===== src/rtl/register_bank32_pkg.sv =====
// Shared sizes and sequencer state encoding for the 32-entry register bank.
package regbank_pkg;
    localparam int NREG  = 32;
    localparam int IDX_W = 5;

    typedef enum logic [1:0] {
        IDLE  = 2'd0,
        SWEEP = 2'd1,
        FIN   = 2'd2
    } state_e;
endpackage


===== src/rtl/register_bank32_if.sv =====
// Write port, clear handshake and the 32 parallel read outputs of the register bank.
interface register_bank32_if #(parameter int n = 8);
    import regbank_pkg::*;

    logic                      WE;
    logic [IDX_W-1:0]          WS;
    logic [n-1:0]              WD;
    logic                      CLR;
    logic                      BUSY;
    logic                      DONE;
    // R[i] is output Rxx for register i, wired straight to read mux input Ixx
    logic [NREG-1:0][n-1:0]    R;

    modport master (output WE, WS, WD, CLR, input BUSY, DONE, R);
    modport slave  (input WE, WS, WD, CLR, output BUSY, DONE, R);
endinterface


===== src/rtl/register_bank32_decoder.sv =====
// 5-bit index to 32-bit one-hot enable decoder; purely combinational.
module Decoder5to32
    import regbank_pkg::*;
(
    input  logic             en,
    input  logic [IDX_W-1:0] idx,
    output logic [NREG-1:0]  onehot
);
    always_comb begin
        onehot = '0;
        if (en) onehot[idx] = 1'b1;
    end
endmodule


===== src/rtl/register_bank32.sv =====
// 32 x n register bank with parallel read outputs, one synchronous write port and a
// one-register-per-cycle clear sweep; writes land after one edge, clear takes 33 cycles.
module register_bank32
    import regbank_pkg::*;
#(
    parameter int n       = 8,
    parameter int ZERO_R0 = 1
) (
    input  logic              clk,
    input  logic              rst_n,
    register_bank32_if.slave  bus
);
    state_e           state_q, state_d;
    logic [IDX_W-1:0] p_q, p_d;
    logic [n-1:0]     regs_q [NREG];
    logic [n-1:0]     regs_d [NREG];

    logic             busy, done;
    logic             dec_en;
    logic [IDX_W-1:0] dec_idx;
    logic [NREG-1:0]  dec_hot;
    logic [n-1:0]     wr_val;

    always_ff @(posedge clk or negedge rst_n) begin
        if (!rst_n) begin
            state_q <= IDLE;
            p_q     <= '0;
        end else begin
            state_q <= state_d;
            p_q     <= p_d;
        end
    end

    always_comb begin
        state_d = state_q;
        p_d     = p_q;
        unique case (state_q)
            IDLE: begin
                if (bus.CLR) begin
                    state_d = SWEEP;
                    p_d     = '0;
                end
            end
            SWEEP: begin
                // end of sweep is an explicit compare, never pointer wrap
                if (p_q == IDX_W'(NREG - 1)) begin
                    state_d = FIN;
                    p_d     = '0;
                end else begin
                    p_d = p_q + 1'b1;
                end
            end
            FIN:     state_d = IDLE;
            default: begin
                state_d = IDLE;
                p_d     = '0;
            end
        endcase
    end

    // one decoder serves both the write select and the sweep pointer
    always_comb begin
        busy    = (state_q == SWEEP);
        done    = (state_q == FIN);
        dec_en  = busy | ((state_q == IDLE) & bus.WE);
        dec_idx = busy ? p_q : bus.WS;
        wr_val  = busy ? '0 : bus.WD;
    end

    Decoder5to32 u_dec (
        .en     (dec_en),
        .idx    (dec_idx),
        .onehot (dec_hot)
    );

    always_comb begin
        for (int i = 0; i < NREG; i++) begin
            regs_d[i] = regs_q[i];
            if (dec_hot[i] && !((ZERO_R0 != 0) && (i == 0))) regs_d[i] = wr_val;
        end
    end

    always_ff @(posedge clk or negedge rst_n) begin
        if (!rst_n) begin
            for (int i = 0; i < NREG; i++) regs_q[i] <= '0;
        end else begin
            for (int i = 0; i < NREG; i++) regs_q[i] <= regs_d[i];
        end
    end

    always_comb begin
        bus.BUSY = busy;
        bus.DONE = done;
        for (int i = 0; i < NREG; i++) begin
            bus.R[i] = ((ZERO_R0 != 0) && (i == 0)) ? '0 : regs_q[i];
        end
    end
endmodule


===== src/flat_wrapper.sv =====
// flat-port wrapper written by rule: the top's interface ports become plain ports
module register_bank32_flat import regbank_pkg::*;
#(
    parameter int n       = 8,
    parameter int ZERO_R0 = 1
)
  (clk, rst_n, bus_WE, bus_WS, bus_WD, bus_CLR, bus_BUSY, bus_DONE, bus_R);
  register_bank32_if #(.n(n)) bus_i ();
  input  logic clk;
  input  logic rst_n;
  input wire logic [$bits(bus_i.WE)-1:0] bus_WE;
  input wire logic [$bits(bus_i.WS)-1:0] bus_WS;
  input wire logic [$bits(bus_i.WD)-1:0] bus_WD;
  input wire logic [$bits(bus_i.CLR)-1:0] bus_CLR;
  output wire logic [$bits(bus_i.BUSY)-1:0] bus_BUSY;
  output wire logic [$bits(bus_i.DONE)-1:0] bus_DONE;
  output wire logic [$bits(bus_i.R)-1:0] bus_R;
  assign bus_i.WE = bus_WE;
  assign bus_i.WS = bus_WS;
  assign bus_i.WD = bus_WD;
  assign bus_i.CLR = bus_CLR;
  assign bus_BUSY = bus_i.BUSY;
  assign bus_DONE = bus_i.DONE;
  assign bus_R = bus_i.R;
  register_bank32 #(.n(n), .ZERO_R0(ZERO_R0)) u_core (.clk(clk), .rst_n(rst_n), .bus(bus_i));
endmodule

===== config.mk =====
export PLATFORM = sky130hd
export DESIGN_NAME = register_bank32_flat
export DESIGN_NICKNAME = d
export VERILOG_FILES = /design/src/rtl/register_bank32_pkg.sv /design/src/rtl/register_bank32_if.sv /design/src/rtl/register_bank32_decoder.sv /design/src/rtl/register_bank32.sv /design/src/flat_wrapper.sv
export SDC_FILE = /design/constraint.sdc
export NUM_CORES = 1
export LEC_CHECK = 0
export CAP_MARGIN = 20
export CORE_MARGIN = 2
export CORE_UTILIZATION = 44
export DETAILED_ROUTE_END_ITERATION = 8
export PLACE_DENSITY = 0.77
export SLEW_MARGIN = 15
export SYNTH_ARGS = -nofsm -noshare
export SYNTH_HDL_FRONTEND = slang
export SYNTH_SLANG_ARGS = --single-unit

===== constraint.sdc =====
create_clock -name clk -period 2.45 [get_ports clk]
set_clock_uncertainty 0.1 [all_clocks]
set_input_delay 0.3675 -clock clk [delete_from_list [all_inputs] [get_ports clk]]
set_output_delay 0.3675 -clock clk [all_outputs]
set_load 0.01 [all_outputs]

# Yosys cells after proc, flatten, opt, wreduce, memory -nomap -nowiden
# Cells that the tools add are included.
# classes
n_bitwise,3
n_eq_ne,5
n_reduce_logical,4
n_addsub,1
muxes,11
n_lt_le_gt_ge,2
# op_table
op,count
$mux W32,1
$mux W5,3
$pmux W5 S3,1
$mux W8,1
$lt A5 B6 Y1 const B,1
$add A5 B1 Y5 const B,1
$demux W1 S5,1
$eq A5 B5 Y1 const B,1
$ge A5 B1 Y1 const B,1
$mux W2,2
$pmux W2 S2,1
$reduce_and A2 Y1,2
$eq A2 B1 Y1 const B,1
$eq A2 B2 Y1 const B,1
$logic_not A2 Y1,1
$ne A2 B1 Y1 const B,1
$ne A2 B2 Y1 const B,1
$and A1 B1 Y1,1
$logic_and A1 B1 Y1,1
$mux W1,1
$not A1 Y1,1
$or A1 B1 Y1,1
# word_totals
reg_bits,255
input_bits,17
elab_cells,59
output_inout_bits,258

# Depth between registers and ports, before layout
# depth
word_depth,7
ltp_mapped,7
mapped_depth_nobuf,6

# By module
# From an unflattened synthesis, not the netlist that was laid out.
# unflattened
cells_unflattened,651
hier_area_um2,11119.4
# modules_own_cells
module,area_per_inst_um2,instances,seq_area_each_um2,cells_each
register_bank32,10889.2,1,6381.1,604
Decoder5to32,230.2,1,0.0,47

# Least setup slack after synthesis
# Ideal clock, no wire load.
# synth_path
path_kind,register to register
from,register u_core.state_q[0]
to,"register u_core.regs_q, in the netlist u_core.bus.R[112]"
arrival_ns,2.024
setup_ns,0.125
setup_slack_ns,0.201
required_ns,2.225
synth_period_minus_slack_ns,2.249
path_buffers,1
stages_incl_launch_ff,6
cell_sequence,dfrtp_1 > buf_2 > mux2_2 > a211oi_4 > nor3b_4 > mux2_2
# synth_via
elab_chain_cells,7
word_cells_on_any_way,12
classes_between,order compare: 2; eq/ne: 1; mux: 5; bitwise: 2; reduce/logical: 2
# synth_rtl
item,line_no,rtl
"start, declared",register_bank32.sv:13,"state_e state_q, state_d;"
"start signal, assigned",register_bank32.sv:29,state_q <= state_d;
$eq A2 B1 Y1,register_bank32.sv:63,busy = (state_q == SWEEP);
$mux W5,register_bank32.sv:66,dec_idx = busy ? p_q : bus.WS;
$lt A5 B6 Y1 (not written as such) / $ge A5 B1 Y1 (equally long branches),register_bank32_decoder.sv:11,if (en) onehot[idx] = 1'b1;
$logic_and A1 B1 Y1 (not written as such),register_bank32_decoder.sv:11,
$mux W1 (not written as such),register_bank32_decoder.sv:11,
$demux W1 S5,register_bank32_decoder.sv:11,
$mux W32,register_bank32_decoder.sv:11,
"end, declared",register_bank32.sv:15,logic [n-1:0] regs_q [NREG];
# Several ways; a longest one is shown, not always the timed one.
# A chain may end at the register's enable or synchronous reset.

# Final worst setup path
# layout_path
from,register u_core.state_q[0]
to,"register u_core.regs_q, in the netlist u_core.bus.R[150]"
# The elaborated chain is that of the path after synthesis.

==> run_results.csv <==
group,metric,value,unit
run_status,outcome,"finished, final reports clean",
clock_network,clk_latency,520,ps
die,core_area,22600,sq um
worst_setup_path,worst_ep_arrival_time,2670,ps
die,start_util,44.8,%
power_and_ir_drop,pwr-share-seq,36.3,%
yosys,ys_top_cells_by_area,"dfrtp_1 63%, mux2_2 28%, nor3b_4 1.5%, clkbuf_1 0.96%, buf_4 0.67%",
global_routing,overflow,0,
die,fp.dieW,156,microns
worst_setup_path,path_max_fanout,9,
drt,viasPerCell,5.16,
power_and_ir_drop,peakVddDrop,0.653,mV
layout,final_nets,974,
global_routing,grt_first_pass_wirelength,41.9,mm
die,io_pins,275,
drt,routed_wl,26.8,mm
yosys,synth_edf_count,0,
die,rows,55,
global_routing,grt_pass1_vias,6948,
yosys,ys_types,35,
worst_setup_path,cp-start-kind,"flip-flop",
layout,diodes,0,
worst_setup_path,crit_buf_inv,2,
yosys,synth_seq_cells,255,
placement,dpl.cell_count,1210,
clock_network,path_clk_slew,60,ps
worst_setup_path,path_delay_family,"multiplexers",
worst_setup_path,cp_slowest_stage_delay,450,ps
layout,syn2layout_area_growth,42.9,%
drt,first_pass_iters,4,
global_routing,antenna_found_initial,0,
global_routing,busiest_layer,"met2",
job,max_cap_violations,0,
global_routing,use_met1,29.1,%
yosys,synth_compound_area_share,1.23,%
layout,fillCellCount,1630,
power_and_ir_drop,p_int,11.9,mW
placement,gp_congestion,0.826,
power_and_ir_drop,p_sw,5.43,mW
placement,port_buffers,266,
yosys,synthCells,632,
power_and_ir_drop,power_frac_clock,22.8,%
global_routing,grt_max_degree,74,
worst_setup_path,cp-end-kind,"flip-flop",
yosys,synth_flop_cell,"dfrtp_1",
worst_setup_path,crit_slowest_cell,"dfrtp_1",
yosys,synthAdderAreaFrac,0.247,%
worst_setup_path,cp_data_required_time,2760,ps
clock_network,clock_tree.buffer_depth,3,
global_routing,grt_usage,22.4,%
drt,drt_drc_violations_left,0,
sta,fmax,0.423,GHz
power_and_ir_drop,cellPowerDensity,1200,nW/um^2
yosys,synth_top_cell_by_area,"dfrtp_1",
sta,slew_viol_final,0,
drt,wl_per_cell,21.3,microns
layout,layout-drive-gt1-share,38.8,%
die,die-area,24300,sq um
yosys,synth-simple-area-share,4.76,%
drt,ant_nets,0,
clock_network,htree_levels,1,
yosys,synth_xor_area_share,0.173,%
drt,vias,6505,
sta,rsz0062_at_grt,"yes",
clock_network,cts_tree,"done",
power_and_ir_drop,leakagePower,6.96,nW
power_and_ir_drop,p_sw_share,31.2,%
sta,relSlewSlack,55.5,%
sta,fin_setup_tns,0,ps
yosys,syn_area_per_cell,16.1,sq um
sta,hold_viol,0,
layout,final_cells,1261,
die,chipHeight,156,microns
global_routing,use_met3,5.22,%
power_and_ir_drop,pwr-share-comb,40.9,%
yosys,ys_async_sr_fraction,100,%
clock_network,cts_root_buf,"clkbuf_16",
sta,post-route-period-util,96.4,%
sta,layout_min_cycle_time,2360,ps
yosys,seq_area_frac_synth,62.9,%
clock_network,numCtsBuffers,27,
yosys,synthMuxAreaShare,28.6,%
sta,worstMarginPinSlew,668,ps
min_path,hold_path_class,"in -> async",
yosys,synth_top_area_share,62.9,%
global_routing,gr-usage-met2,38.6,%
worst_setup_path,critPathKind,"reg -> reg",
placement,hpwl,18.5,mm
worst_setup_path,cp_cell_sequence,"buf_4 -> mux2_2 -> a211oi_4 -> buf_4 -> nand3_2 -> mux2_2",
yosys,yosys_warnings,0,
sta,setup_violations,0,
yosys,synth.cell_area,10100,sq um
drt,drt_iter0_markers,185,
clock_network,cts.sinks,255,
yosys,synth_top_family_by_area,"multiplexers",
## synthesized netlist by cell type (3+ instances only)
master,n
nor2_1,7
mux2i_1,3
buf_4,9
nand3_1,13
nand3b_1,3
dfrtp_1,255
inv_1,4
and2_1,9
mux2_2,250
nor3b_4,8
nand2_1,4
nand3_2,4
buf_2,5
a22o_1,4
a211oi_2,3
clkbuf_1,26
nand4_2,4
## worst reg2reg max path, stage by stage (launching register included)
cell      delay, ps
dfrtp_1         450
buf_4           210
mux2_2          400
a211oi_4        290
buf_4           220
nand3_2         230
mux2_2          350
## cell type report
cell class	count	area, sq um	area share, %
clock buffers	41	768	5.30
clock inverters	9	98.8	0.681
inverters	4	15.0	0.104
multi-input cells	340	3590	24.8
flip-flops and latches	255	6380	44.0
well taps	285	357	2.46
repair buffers	327	3290	22.7
## registers in the layout (all words and copies together) (netlist names)
signal	flops
u_core.state_q	2
u_core.p_q	5
u_core.bus.R	248
## power groups by stage
stage	Combinational, mW	Clock (mW)	Sequential [mW]
2_1_floorplan	2.61	0	6.80
3_3_place_gp	7.03	0	6.31
3_5_place_dp	7.15	0	6.36
4_1_cts	7.19	4.06	6.31
5_1_grt	7.55	4.25	6.47
6_report	7.11	3.96	6.31
## routing by layer
| metal | part of all wire, % | wire [microns] | up-vias |
|---|---|---|---|
| met2 | 49 | 13200 | 201 |
| met5 | 0 | 0 | - |
| met1 | 43 | 11600 | 3383 |
| met3 | 6.2 | 1660 | 34 |
| li1 | - | - | 2887 |
| met4 | 1.6 | 437 | 0 |
## cells in the final DEF, fill, tap and decap left out, types with 9 or more instances in the layout
| cell | count |
|---|---|
| clkdlybuf4s50_1 | 265 |
| dfrtp_1 | 255 |
| mux2_2 | 250 |
| buf_4 | 47 |
| clkbuf_16 | 27 |
| nand3_1 | 13 |
| buf_12 | 13 |
| clkbuf_1 | 10 |
| and2_1 | 9 |
## final timing paths
path	endpoint	cells past startpoint	slack [ps]	from
worst max-delay path	u_core.bus.R[150]$_DFFE_PN0P_	6	90	u_core.state_q[0]$_DFFE_PN0P_
worst min-delay path	u_core.bus.R[93]$_DFFE_PN0P_	2	310	rst_n
worst max register to register	u_core.bus.R[150]$_DFFE_PN0P_	6	90	u_core.state_q[0]$_DFFE_PN0P_
worst min register to register	u_core.bus.R[125]$_DFFE_PN0P_	1	400	u_core.bus.R[125]$_DFFE_PN0P_
max in group asynchronous	u_core.bus.R[91]$_DFFE_PN0P_	3	1170	rst_n
min in group clk	u_core.state_q[0]$_DFFE_PN0P_	3	390	bus_CLR
## cells by family (layout without fill, tap and decap cells)
group                    after synthesis  in the layout
multiplexers                         257            257
adder cells (fa/ha/maj)                2              2
XOR/XNOR                               2              2
other                                  1              8
AND/OR/NAND/NOR                       59             59
flip-flops                           255            255
AO/OA/AOI/OAI                         12             12
buffers and inverters                 44            381
## per-stage QoR
| step | cell area, sq um | hold slack [ps] | power [mW] | util, % | setup slack (ps) |
|---|---|---|---|---|---|
| 2_1_floorplan | 10200 | -28.1 | 9.42 | - | 201 |
| 3_3_place_gp | 13600 | 292 | 13.3 | 60.2 | -246 |
| 3_5_place_dp | 13600 | 292 | 13.5 | 60.2 | -305 |
| 4_1_cts | 14500 | 333 | 17.6 | 64.0 | 18.4 |
| 5_1_grt | 14500 | 361 | 18.3 | 64.1 | -6.42 |
| 6_report | 14500 | 306 | 17.4 | 64.1 | 87.6 |
## timing repair
item / 4_1_cts / 5_1_grt
hold endpoints to repair: 67 / 0
buffers inserted: 0 / 0
resized for setup: 2 / 1
endpoints found under the setup margin: 1 / 1
gates cloned: 0 / 0
hold buffers: 1 / 0
(Power assumes the default switching activity.)
